**config.mk**
```make
export PLATFORM = sky130hd
export DESIGN_NAME = goertzel_tone_gen
export DESIGN_NICKNAME = d
export VERILOG_FILES = /design/src/rtl/goertzel_tone_gen.sv
export SDC_FILE = /design/constraint.sdc
export NUM_CORES = 1
export LEC_CHECK = 0
export BUFFER_PORTS_ARGS = -buffer_cell sky130_fd_sc_hd__buf_4
export CELL_PAD_IN_SITES_DETAIL_PLACEMENT = 1
export CELL_PAD_IN_SITES_GLOBAL_PLACEMENT = 1
export CORE_ASPECT_RATIO = 0.8
export CORE_MARGIN = 2
export CORE_UTILIZATION = 44
export DETAILED_ROUTE_END_ITERATION = 10
export PLACE_DENSITY = 0.76
export SYNTH_ARGS = -nofsm -noshare
export SYNTH_HDL_FRONTEND = slang
export SYNTH_SLANG_ARGS = --single-unit
```
**constraint.sdc**
```tcl
create_clock -name clk -period 2.72 [get_ports clk]
set_clock_uncertainty 0.05 [all_clocks]
set_input_delay 0.272 -clock clk [delete_from_list [all_inputs] [get_ports clk]]
set_output_delay 0.272 -clock clk [all_outputs]
set_load 0.01 [all_outputs]
```
**src/rtl/goertzel_tone_gen.sv**
```systemverilog
// ---------------------------------------------------------------------------
// goertzel_tone_gen
//   Burst sine-tone synthesizer. The Goertzel resonator
//       y[n] = BIN_COEFF * y[n-1] / 2^23 - y[n-2]
//   is run as an oscillator. It emits FRAME_LEN signed 24-bit samples per
//   burst, one for each advance_in strobe. The detector bank uses the same
//   BIN_COEFF encoding, so the generated tone falls into the matching bin.
//
// Parameters
//   BIN_COEFF    unsigned 2*cos(w)*2^23 (detector bin_coeff encoding)
//   SIN_SEED     signed A*sin(w); sets the tone amplitude A
//   FRAME_LEN    samples per burst, 2..1024
//
// Ports
//   clk           in   1   rising-edge clock
//   reset         in   1   asynchronous, active-low reset
//   start         in   1   one-cycle pulse that begins a burst (IDLE only)
//   stop          in   1   aborts a running burst; wins over start in IDLE
//   advance_in    in   1   sample-rate strobe, one output sample per strobe
//   output_sig    out  24  saturated signed sample, valid while advance=1
//   advance       out  1   one-cycle strobe marking a new output_sig
//   busy          out  1   high while a burst is running
//   done          out  1   one-cycle pulse after a burst completes normally
//   sample_index  out  10  index of the sample currently on output_sig
// ---------------------------------------------------------------------------
module goertzel_tone_gen #(
    parameter logic        [31:0] BIN_COEFF = 32'd0,
    parameter logic signed [23:0] SIN_SEED  = 24'sd0,
    parameter int                 FRAME_LEN = 1024
) (
    input  logic               clk,
    input  logic               reset,
    input  logic               start,
    input  logic               stop,
    input  logic               advance_in,
    output logic signed [23:0] output_sig,
    output logic               advance,
    output logic               busy,
    output logic               done,
    output logic        [9:0]  sample_index
);

    typedef enum logic [0:0] {
        IDLE = 1'b0,
        RUN  = 1'b1
    } state_t;

    // The coefficient is zero-extended and the seed is sign-extended to 64 bits.
    localparam logic signed [63:0] COEFF_64 = {32'd0, BIN_COEFF};
    localparam logic signed [63:0] SEED_64  = {{40{SIN_SEED[23]}}, SIN_SEED};
    localparam logic        [9:0]  LAST_IDX = 10'(FRAME_LEN - 1);

    // Clamp a 64-bit value to the signed 24-bit output range.
    function automatic logic signed [23:0] sat24(input logic signed [63:0] v);
        logic signed [23:0] r;
        if (v > 64'sh0000_0000_007F_FFFF) begin
            r = 24'sh7F_FFFF;
        end else if (v < 64'shFFFF_FFFF_FF80_0000) begin
            r = 24'sh80_0000;
        end else begin
            r = v[23:0];
        end
        return r;
    endfunction

    state_t              state_r;
    state_t              next_state_s;
    logic signed [63:0]  cur_r;
    logic signed [63:0]  prev_r;
    logic        [9:0]   counter_r;
    logic                done_pend_r;
    logic signed [23:0]  output_sig_r;
    logic                advance_r;
    logic                busy_r;
    logic                done_r;
    logic        [9:0]   sample_index_r;

    logic                load_s;
    logic                step_s;
    logic                last_s;
    logic                abort_s;
    logic signed [63:0]  prod_s;
    logic signed [63:0]  bias_s;
    logic signed [63:0]  quot_s;
    logic signed [63:0]  next_cur_s;

    // Resonator step. An arithmetic shift rounds toward minus infinity, so
    // negative products get a 2^23-1 bias to truncate toward zero instead.
    always_comb begin
        prod_s = COEFF_64 * cur_r;
        if (prod_s[63]) begin
            bias_s = 64'sd8388607;
        end else begin
            bias_s = 64'sd0;
        end
        quot_s     = (prod_s + bias_s) >>> 23;
        next_cur_s = quot_s - prev_r;
    end

    // Next-state logic and per-cycle control strobes.
    always_comb begin
        next_state_s = state_r;
        load_s       = 1'b0;
        step_s       = 1'b0;
        last_s       = 1'b0;
        abort_s      = 1'b0;
        case (state_r)
            IDLE: begin
                // A strobe coinciding with start is not consumed.
                if (start && !stop) begin
                    next_state_s = RUN;
                    load_s       = 1'b1;
                end else begin
                    next_state_s = IDLE;
                end
            end
            RUN: begin
                // Stop has priority; a strobe in the same cycle is dropped.
                if (stop) begin
                    next_state_s = IDLE;
                    abort_s      = 1'b1;
                end else if (advance_in) begin
                    step_s = 1'b1;
                    if (counter_r == LAST_IDX) begin
                        next_state_s = IDLE;
                        last_s       = 1'b1;
                    end else begin
                        next_state_s = RUN;
                    end
                end else begin
                    next_state_s = RUN;
                end
            end
            default: begin
                next_state_s = IDLE;
            end
        endcase
    end

    // State register.
    always_ff @(posedge clk or negedge reset) begin
        if (!reset) begin
            state_r <= IDLE;
        end else begin
            state_r <= next_state_s;
        end
    end

    // Oscillator datapath and registered outputs.
    always_ff @(posedge clk or negedge reset) begin
        if (!reset) begin
            cur_r          <= 64'sd0;
            prev_r         <= 64'sd0;
            counter_r      <= 10'd0;
            done_pend_r    <= 1'b0;
            output_sig_r   <= 24'sd0;
            advance_r      <= 1'b0;
            busy_r         <= 1'b0;
            done_r         <= 1'b0;
            sample_index_r <= 10'd0;
        end else begin
            advance_r   <= step_s;
            // done trails the final advance by one cycle, so they never overlap.
            done_pend_r <= last_s;
            done_r      <= done_pend_r;
            if (load_s) begin
                // Seeding prev with -SIN_SEED makes the sequence 0, SIN_SEED, ...
                cur_r     <= 64'sd0;
                prev_r    <= -SEED_64;
                counter_r <= 10'd0;
                busy_r    <= 1'b1;
            end else if (abort_s) begin
                busy_r       <= 1'b0;
                output_sig_r <= 24'sd0;
            end else if (step_s) begin
                output_sig_r   <= sat24(cur_r);
                sample_index_r <= counter_r;
                cur_r          <= next_cur_s;
                prev_r         <= cur_r;
                counter_r      <= counter_r + 10'd1;
                busy_r         <= !last_s;
            end
        end
    end

    assign output_sig   = output_sig_r;
    assign advance      = advance_r;
    assign busy         = busy_r;
    assign done         = done_r;
    assign sample_index = sample_index_r;

endmodule

```
# Yosys cells after proc, flatten, opt, wreduce, memory -nomap -nowiden
# Cells that the tools add are included.
# Widths: inputs -> output; s select.
[word_totals]
in_bits = 5
ff_bits = 177
out_inout_bits = 37
[op_classes]
add_sub_neg = 2
mux = 31
reduce_logical = 9
bitwise = 3
eq_ne = 2
n_lt_le_gt_ge = 2
[ops]
columns = ["cell", "n"]
rows = [
  ["$mux 64", 6],
  ["$mux 24", 4],
  ["$gt 64x24->1 const B", 1],
  ["$lt 64x24->1 const B", 1],
  ["$sub 1x64->64 const A", 1],
  ["$mux 10", 3],
  ["$mux 1", 17],
  ["$add 10x1->10 const B", 1],
  ["$eq 10x10->1 const B", 1],
  ["$reduce_and 2->1", 2],
  ["$reduce_bool 2->1", 2],
  ["$not 1->1", 3],
  ["$reduce_and 3->1", 1],
  ["$reduce_bool 3->1", 1],
  ["$logic_not 1->1", 2],
  ["$ne 2x2->1 const B", 1],
  ["$pmux 1 s2", 1],
  ["$logic_and 1x1->1", 1],
]

# Longest topological paths before layout
# Gate-level depths: netlist of the first run.
[depth]
word_depth = 9
depth_mapped = 9

# Least setup slack after synthesis of the first run
# No wires, ideal clock.
[synth_path]
path_type = "register to register"
from = "register prev_r[8]"
to = "register cur_r[53]"
path_slack_ps = -123
setup_ps = 122
stages_incl_launch_ff = 8
path_buffers = 2
arrival_time_ps = 2671
t_required_ps = 2548
period_less_slack_ps = 2843
path_cell_list = "dfrtp_1 -> or4_4 -> or4_4 -> or2_1 -> buf_6 -> buf_6 -> or4_1 -> a32o_1"
[synth_between]
elab_chain_cells = 4
[synth_lines]
columns = ["item", "line", "source"]
rows = [
  ["start: declaration", "69", "logic signed [63:0] prev_r;"],
  ["start signal: assignment", "169", "prev_r <= -SEED_64;"],
  ["start signal: assignment", "179", "prev_r <= cur_r;"],
  ["$sub 1x64->64", "97", "next_cur_s = quot_s - prev_r;"],
  ["$mux 64", "175", "end else if (step_s) begin"],
  ["$mux 64", "172", "end else if (abort_s) begin"],
  ["$mux 64", "166", "if (load_s) begin"],
  ["end signal: assignment", "178", "cur_r <= next_cur_s;"],
  ["end: declaration", "68", "logic signed [63:0] cur_r;"],
]
# No other way between the ends. The select of a mux whose other input is x is not followed.
# A chain may end at the register's enable or synchronous reset.

# Worst setup path after layout of the first run
[layout_path]
from = "register prev_r[27]"
to = "register cur_r[56]"
# Same word-level chain as after synthesis.

==> out/qor.txt, run 1 <==
Status: complete, but fails checks
Failing checks: negative setup slack
ANT nets after route: 0
Fmax: 342 MHz
Vias in the first global route: 7731
Seq/Total Area, Yosys: 54.3%
Clock latency on the worst-skew pair: 0.44 ns
Die ar.: 19600 µm²
Worst slew margin: 54.0%
Required time of the critical path: 2.99 ns
DR WL met3: 1230 µm
Row count: 44
Final hold violations: 0
Layout fillers: 2015
Delay-heaviest family, CP: simple AND/OR/NAND/NOR gates
CP Max Fanout: 5
Metal-1 WL: 11800 µm
HP Class: input port to flop
Worst setup EP type: flop
First-pass GRT wire length: 41800 µm
Worst setup SP type: flop
Syn Nets: 828
Ys flop type: dfrtp_1
Routed WL: 26100 µm
Final worst slack: -0.206 ns
Final net count: 933
Pwr Total: 5.35 mW
Worst-path cell chain: or4_4, or3_4, or4_4, buf_6, or4_4, a32o_1
Die width: 156 µm
Slowest cell on crit path: or4_4
Drt initial violations: 505
Drc violations: 0
Clock Path Buffers: 2
Clock sink total: 177
Remaining global-route overflow: 0
Post-synth EDFFs: 0
GRT Resource Usage Total: 27.0%
CP most frequent cell: or4_4
Final setup viols: 18
Mapped Area: 8150 µm²
Chip Height: 126 µm
Placed wire-length estimate: 15900 µm
RSZ-0062 raised after global routing: true
Setup CP Type: flop to flop
RD Place Congestion: 0.878
Initial Utilization: 44.9%
Pins Over Slew Limit: 0
Final Cell Area: 10100 µm²
Minimum clock period: 2.93 ns
Number of max-cap violations: 0
CTS root buf: clkbuf_16
Setup tns final: -2.15 ns
# IOs: 42
Post-Place Cells: 1117
Num CTS Buffers: 17
Power density cells: 532 nW/µm²
WP buf/inv: 1
Synth async-reset ratio: 100%
WP data arrival: 3.20 ns
Non-Filler Instances: 1169
Final core occ: 55.4%
Worst VDD drop: 0.000403 V
P_leak: 5.01 nW
Hold WS: 0.0448 ns
Placement Cell Area: 9220 µm²
Synth Instances: 821
Place WS: -0.170 ns
Syn. warnings: 0
Layout cell share with drive strength beyond 1: 22.5%
CTS tree: built
Port Buf Inserts: 41
Synth Area per Inst: 9.93 µm²
Largest net degree at the start of global routing: 99
H-Tree Depth: 4
Worst slew pin tran: 0.683 ns
Wire per inst: 22.3 µm
Highest routed layer: met4
Antenna Cells: 0
Antenna violations before repair: 0
Via count: 7328
Core area: 18200 µm²
Number of library cell types mapped by synthesis: 42
Detailed Routing Iterations Pass 1: 5
Area Overhead vs Synth: 23.4%
Vias per cell: 6.27
FF+latch count, synth: 177
Reg clk slew, reported paths: 0.07 ns
Max stage delay on crit path: 0.61 ns
Met2 WL: 12400 µm
Period utilisation layout: 108%
[path summary, 6_finish.rpt]
kind,slack [ns],end,startpoint,depth (start not counted)
worst min register to register,0.31,done,done_pend_r,0
worst min-delay path,0.04,busy,stop,2
worst max-delay path,-0.21,cur_r[56],prev_r[27],6
max in group asynchronous,1.41,sample_index[4],reset,3
min in group asynchronous,0.32,counter_r[7],reset,2
worst max register to register,-0.21,cur_r[56],prev_r[27],6
[cell usage after synthesis, types with 3 or more instances]
library cell	count	share of area (%)
nand2b_1	4	0.31
xor2_1	23	2.5
a32o_1	29	3.6
or2_2	8	0.61
o31ai_1	20	1.8
a22o_1	21	2.3
nor2b_1	3	0.23
xnor2_1	14	1.5
nor4_1	31	2.4
inv_1	5	0.23
nand3_1	13	0.80
nand2_1	171	7.9
a21oi_1	52	3.2
nor3_1	14	0.86
dfrtp_1	177	54
nand4_1	20	1.5
o41ai_1	3	0.32
o21ai_0	42	2.6
a221o_1	23	2.8
or4_1	26	2.4
clkbuf_1	50	2.3
or3_1	20	1.5
or4_4	3	0.41
nor2_1	24	1.1
[routing by layer]
layer | up-vias | track usage (%)
li1 | 3234 | -
met1 | 3792 | 37.6
met2 | 242 | 43.2
met3 | 60 | 4.61
met4 | 0 | 8.90
met5 | - | 0
[final cells by class]
type | instances | area (µm²) | share of cell area (%)
Clock buffer | 20 | 467 | 4.64
Tap cell | 230 | 288 | 2.86
Inverter | 5 | 20.0 | 0.199
Timing Repair Buffer | 139 | 1110 | 11.1
Sequential cell | 177 | 4430 | 44.0
Multi-Input combinational cell | 586 | 3640 | 36.2
Clock inverter | 12 | 108 | 1.07
[timing repair]
action,4_1_cts,5_1_grt
cloned,1,0
setup buffers,11,8
pin swaps,19,13
endpoints found under the setup margin,23,28
hold buffers,1,0
endpoints found under the hold margin,59,0
resized for setup,16,16
[placed cells by master, fill, tap and decap left out, types with 4 or more instances in the layout]
cell type / instances
inv_1: 4
a32o_1: 28
nand2_1: 171
a21oi_1: 51
buf_6: 8
xor2_1: 23
or3_1: 17
nand3_1: 12
xnor2_1: 14
nand2b_1: 4
o31ai_1: 19
clkinv_2: 5
a22o_1: 21
nand4_1: 20
or4_4: 11
or2_2: 7
dfrtp_1: 177
o21ai_0: 42
nor2_1: 22
buf_4: 127
a221o_1: 23
or4_1: 18
nor3_1: 11
clkbuf_16: 17
nor4_1: 30
[sequential cells by signal, indices dropped and copies added (netlist names)]
signal	count
counter_r	10
advance	1
prev_r	64
busy	1
state_r	1
done_pend_r	1
cur_r	64
output_sig	24
done	1
sample_index	10
[power breakdown]
part | switching, mW | internal (mW) | total [mW]
clock | 1.08 | 1.34 | 2.42
sequential | 0.0224 | 2.65 | 2.67
combinational | 0.207 | 0.0597 | 0.267
[kinds of logic after synthesis]
family,Yosys count,share of synthesized area (%)
adders and majority gates,2,0.307
xor gates and xnor gates,37,3.97
and+or+nand+nor,350,21.3
DFF,177,54.3
buffers and inverters,59,2.90
AOI/OAI and AO/OA,196,17.2
Power figures use the tool's default switching activity.
==> run 2: changes to the inputs <==
--- a/config.mk
+++ b/config.mk
@@ -13,6 +13,7 @@
 export CORE_UTILIZATION = 44
 export DETAILED_ROUTE_END_ITERATION = 10
 export PLACE_DENSITY = 0.76
+export REMOVE_ABC_BUFFERS = 1
 export SYNTH_ARGS = -nofsm -noshare
 export SYNTH_HDL_FRONTEND = slang
 export SYNTH_SLANG_ARGS = --single-unit
==> run 2 against run 1 <==
  * The run still ends with negative setup slack left
  * Core utilization is 0.82 points higher
  * Sequential cell count stayed put
  * First-iteration DRC count is 3.6% lower
  * Combinational power is 2% higher
  * Non-clock buffer count is 1 lower
  * Maximum frequency is 0.64% higher
  * Wire length is 3.0% lower
  * Global-route usage is 0.25 points lower
==> out/qor.txt, run 2 (synthesis results as in run 1) <==
Status: complete, but fails checks
Failing checks: negative setup slack
Final Cell Area: 10200 µm²
Worst reg2reg path startpoint: prev_r[18]
Reg area: 4430 µm²
Layout cell share with drive strength beyond 1: 23.4%
RSZ-0062 raised after global routing: true
Row count: 44
Final hold violations: 0
Remaining global-route overflow: 0
Clock sink total: 177
Area Overhead vs Synth: 25.2%
Core area: 18200 µm²
Placed wire-length estimate: 15800 µm
Via count: 7182
CP Max Fanout: 6
Initial Utilization: 44.9%
Port Buf Inserts: 41
CTS root buf: clkbuf_16
H-Tree Depth: 4
Footprint of the multi-input gates: 3740 µm²
Worst slew pin tran: 0.765 ns
Reg clk slew, reported paths: 0.07 ns
CP most frequent cell: or4_4
ANT nets after route: 0
Hold Path Depth: 2
Final setup viols: 21
Wire per inst: 21.7 µm
GRT Resource Usage Total: 26.7%
Final worst slack: -0.187 ns
Worst VDD drop: 0.000336 V
Required time of the critical path: 2.99 ns
RD Place Congestion: 0.880
Non-Filler Instances: 1167
Commonest non-fill, non-tap cell in the layout: dfrtp_1
Worst setup SP type: flop
Max stage delay on crit path: 0.61 ns
WP data arrival: 3.17 ns
Die width: 156 µm
Num CTS Buffers: 17
Final net count: 931
R2R cell count: 7
Antenna Cells: 0
Slowest cell on crit path: or4_4
Fmax: 344 MHz
P_leak: 5.01 nW
Antenna violations before repair: 0
Drt initial violations: 487
Number of max-cap violations: 0
First-pass GRT wire length: 41700 µm
Die ar.: 19600 µm²
Most frequent cells in the layout: dfrtp_1 (177), nand2_1 (171), buf_4 (124)
Worst-path cell chain: nor4_1, buf_4, nand2_1, or4_4, buf_12, or4_4, a32o_1
Layout fillers: 1966
Delay-heaviest family, CP: simple AND/OR/NAND/NOR gates
Worst R2R Setup Slack: -0.19 ns
WP buf/inv: 2
Pwr Total: 5.35 mW
Post-Place Cells: 1124
Drc violations: 0
CTS tree: built
Worst slew margin: 48.8%
Period utilisation layout: 107%
Routed WL: 25300 µm
Power density cells: 524 nW/µm²
# IOs: 42
Placement Cell Area: 9270 µm²
Reg-to-reg endpoint: cur_r[58]
Worst hold endpoint: busy
Hold Path Origin: stop
Chip Height: 126 µm
Clock Path Buffers: 2
Largest net degree at the start of global routing: 80
Vias in the first global route: 7753
Setup CP Type: flop to flop
HP Class: input port to flop
Detailed Routing Iterations Pass 1: 5
Minimum clock period: 2.91 ns
Clock latency on the worst-skew pair: 0.43 ns
Vias per cell: 6.15
Worst setup EP type: flop
Pins Over Slew Limit: 0
## run 2: cell type report
| cell class | instances | share of cell area (%) |
|---|---|---|
| flip-flops and latches | 177 | 43.4 |
| multi-input cells | 585 | 36.7 |
| repair buffers | 138 | 11.3 |
| clock buffers | 19 | 4.34 |
| well taps | 230 | 2.82 |
| clock inverters | 13 | 1.25 |
| inverters | 5 | 0.221 |
## run 2: power breakdown
group	internal [mW]	leakage (nW)	switching (mW)
clock network	1.30	0.276	1.11
registers	2.65	2.47	0.0224
logic	0.0649	2.27	0.208
total	4.02	5.01	1.34
## run 2: through the flow
stage	TNS (ns)	hold WS, ns	util, %	worst slack (ns)
2_1_floorplan	-538.24	-0.0736	-	-4.65
5_1_grt	-2.67	0.0390	56.2	-0.219
6_report	-1.68	0.0431	56.2	-0.187
3_3_place_gp	-1.52	0.238	51.0	-0.116
3_5_place_dp	-2.49	0.252	51.0	-0.168
4_1_cts	-1.29	0.0302	55.2	-0.157
## run 2: worst max-delay path by stage
stage,from,to,slack [ns],cells after the start
floorplan,state_r,counter_r[2],-4.65,5
global placement,prev_r[26],cur_r[54],-0.12,6
detailed placement,prev_r[8],cur_r[49],-0.17,8
CTS,prev_r[26],cur_r[58],-0.16,6
global route,prev_r[18],cur_r[58],-0.22,7
finish,prev_r[18],cur_r[58],-0.19,7
## run 2: per-layer routing
layer / GRT usage (%) / vias to the layer above / routed length [µm]
met3: 4.82 / 31 / 1030
met4: 7.29 / 0 / 384
li1: - / 3234 / -
met5: 0 / - / 0
met2: 44.1 / 172 / 12400
met1: 36.6 / 3745 / 11500
## run 2: timing repair
item / in CTS / in global routing
gates cloned: 1 / 1
hold buffers: 1 / 0
endpoints found under the hold margin: 55 / 0
pin swaps: 19 / 21
setup buffers: 6 / 3
endpoints found under the setup margin: 28 / 28
resized for setup: 20 / 30
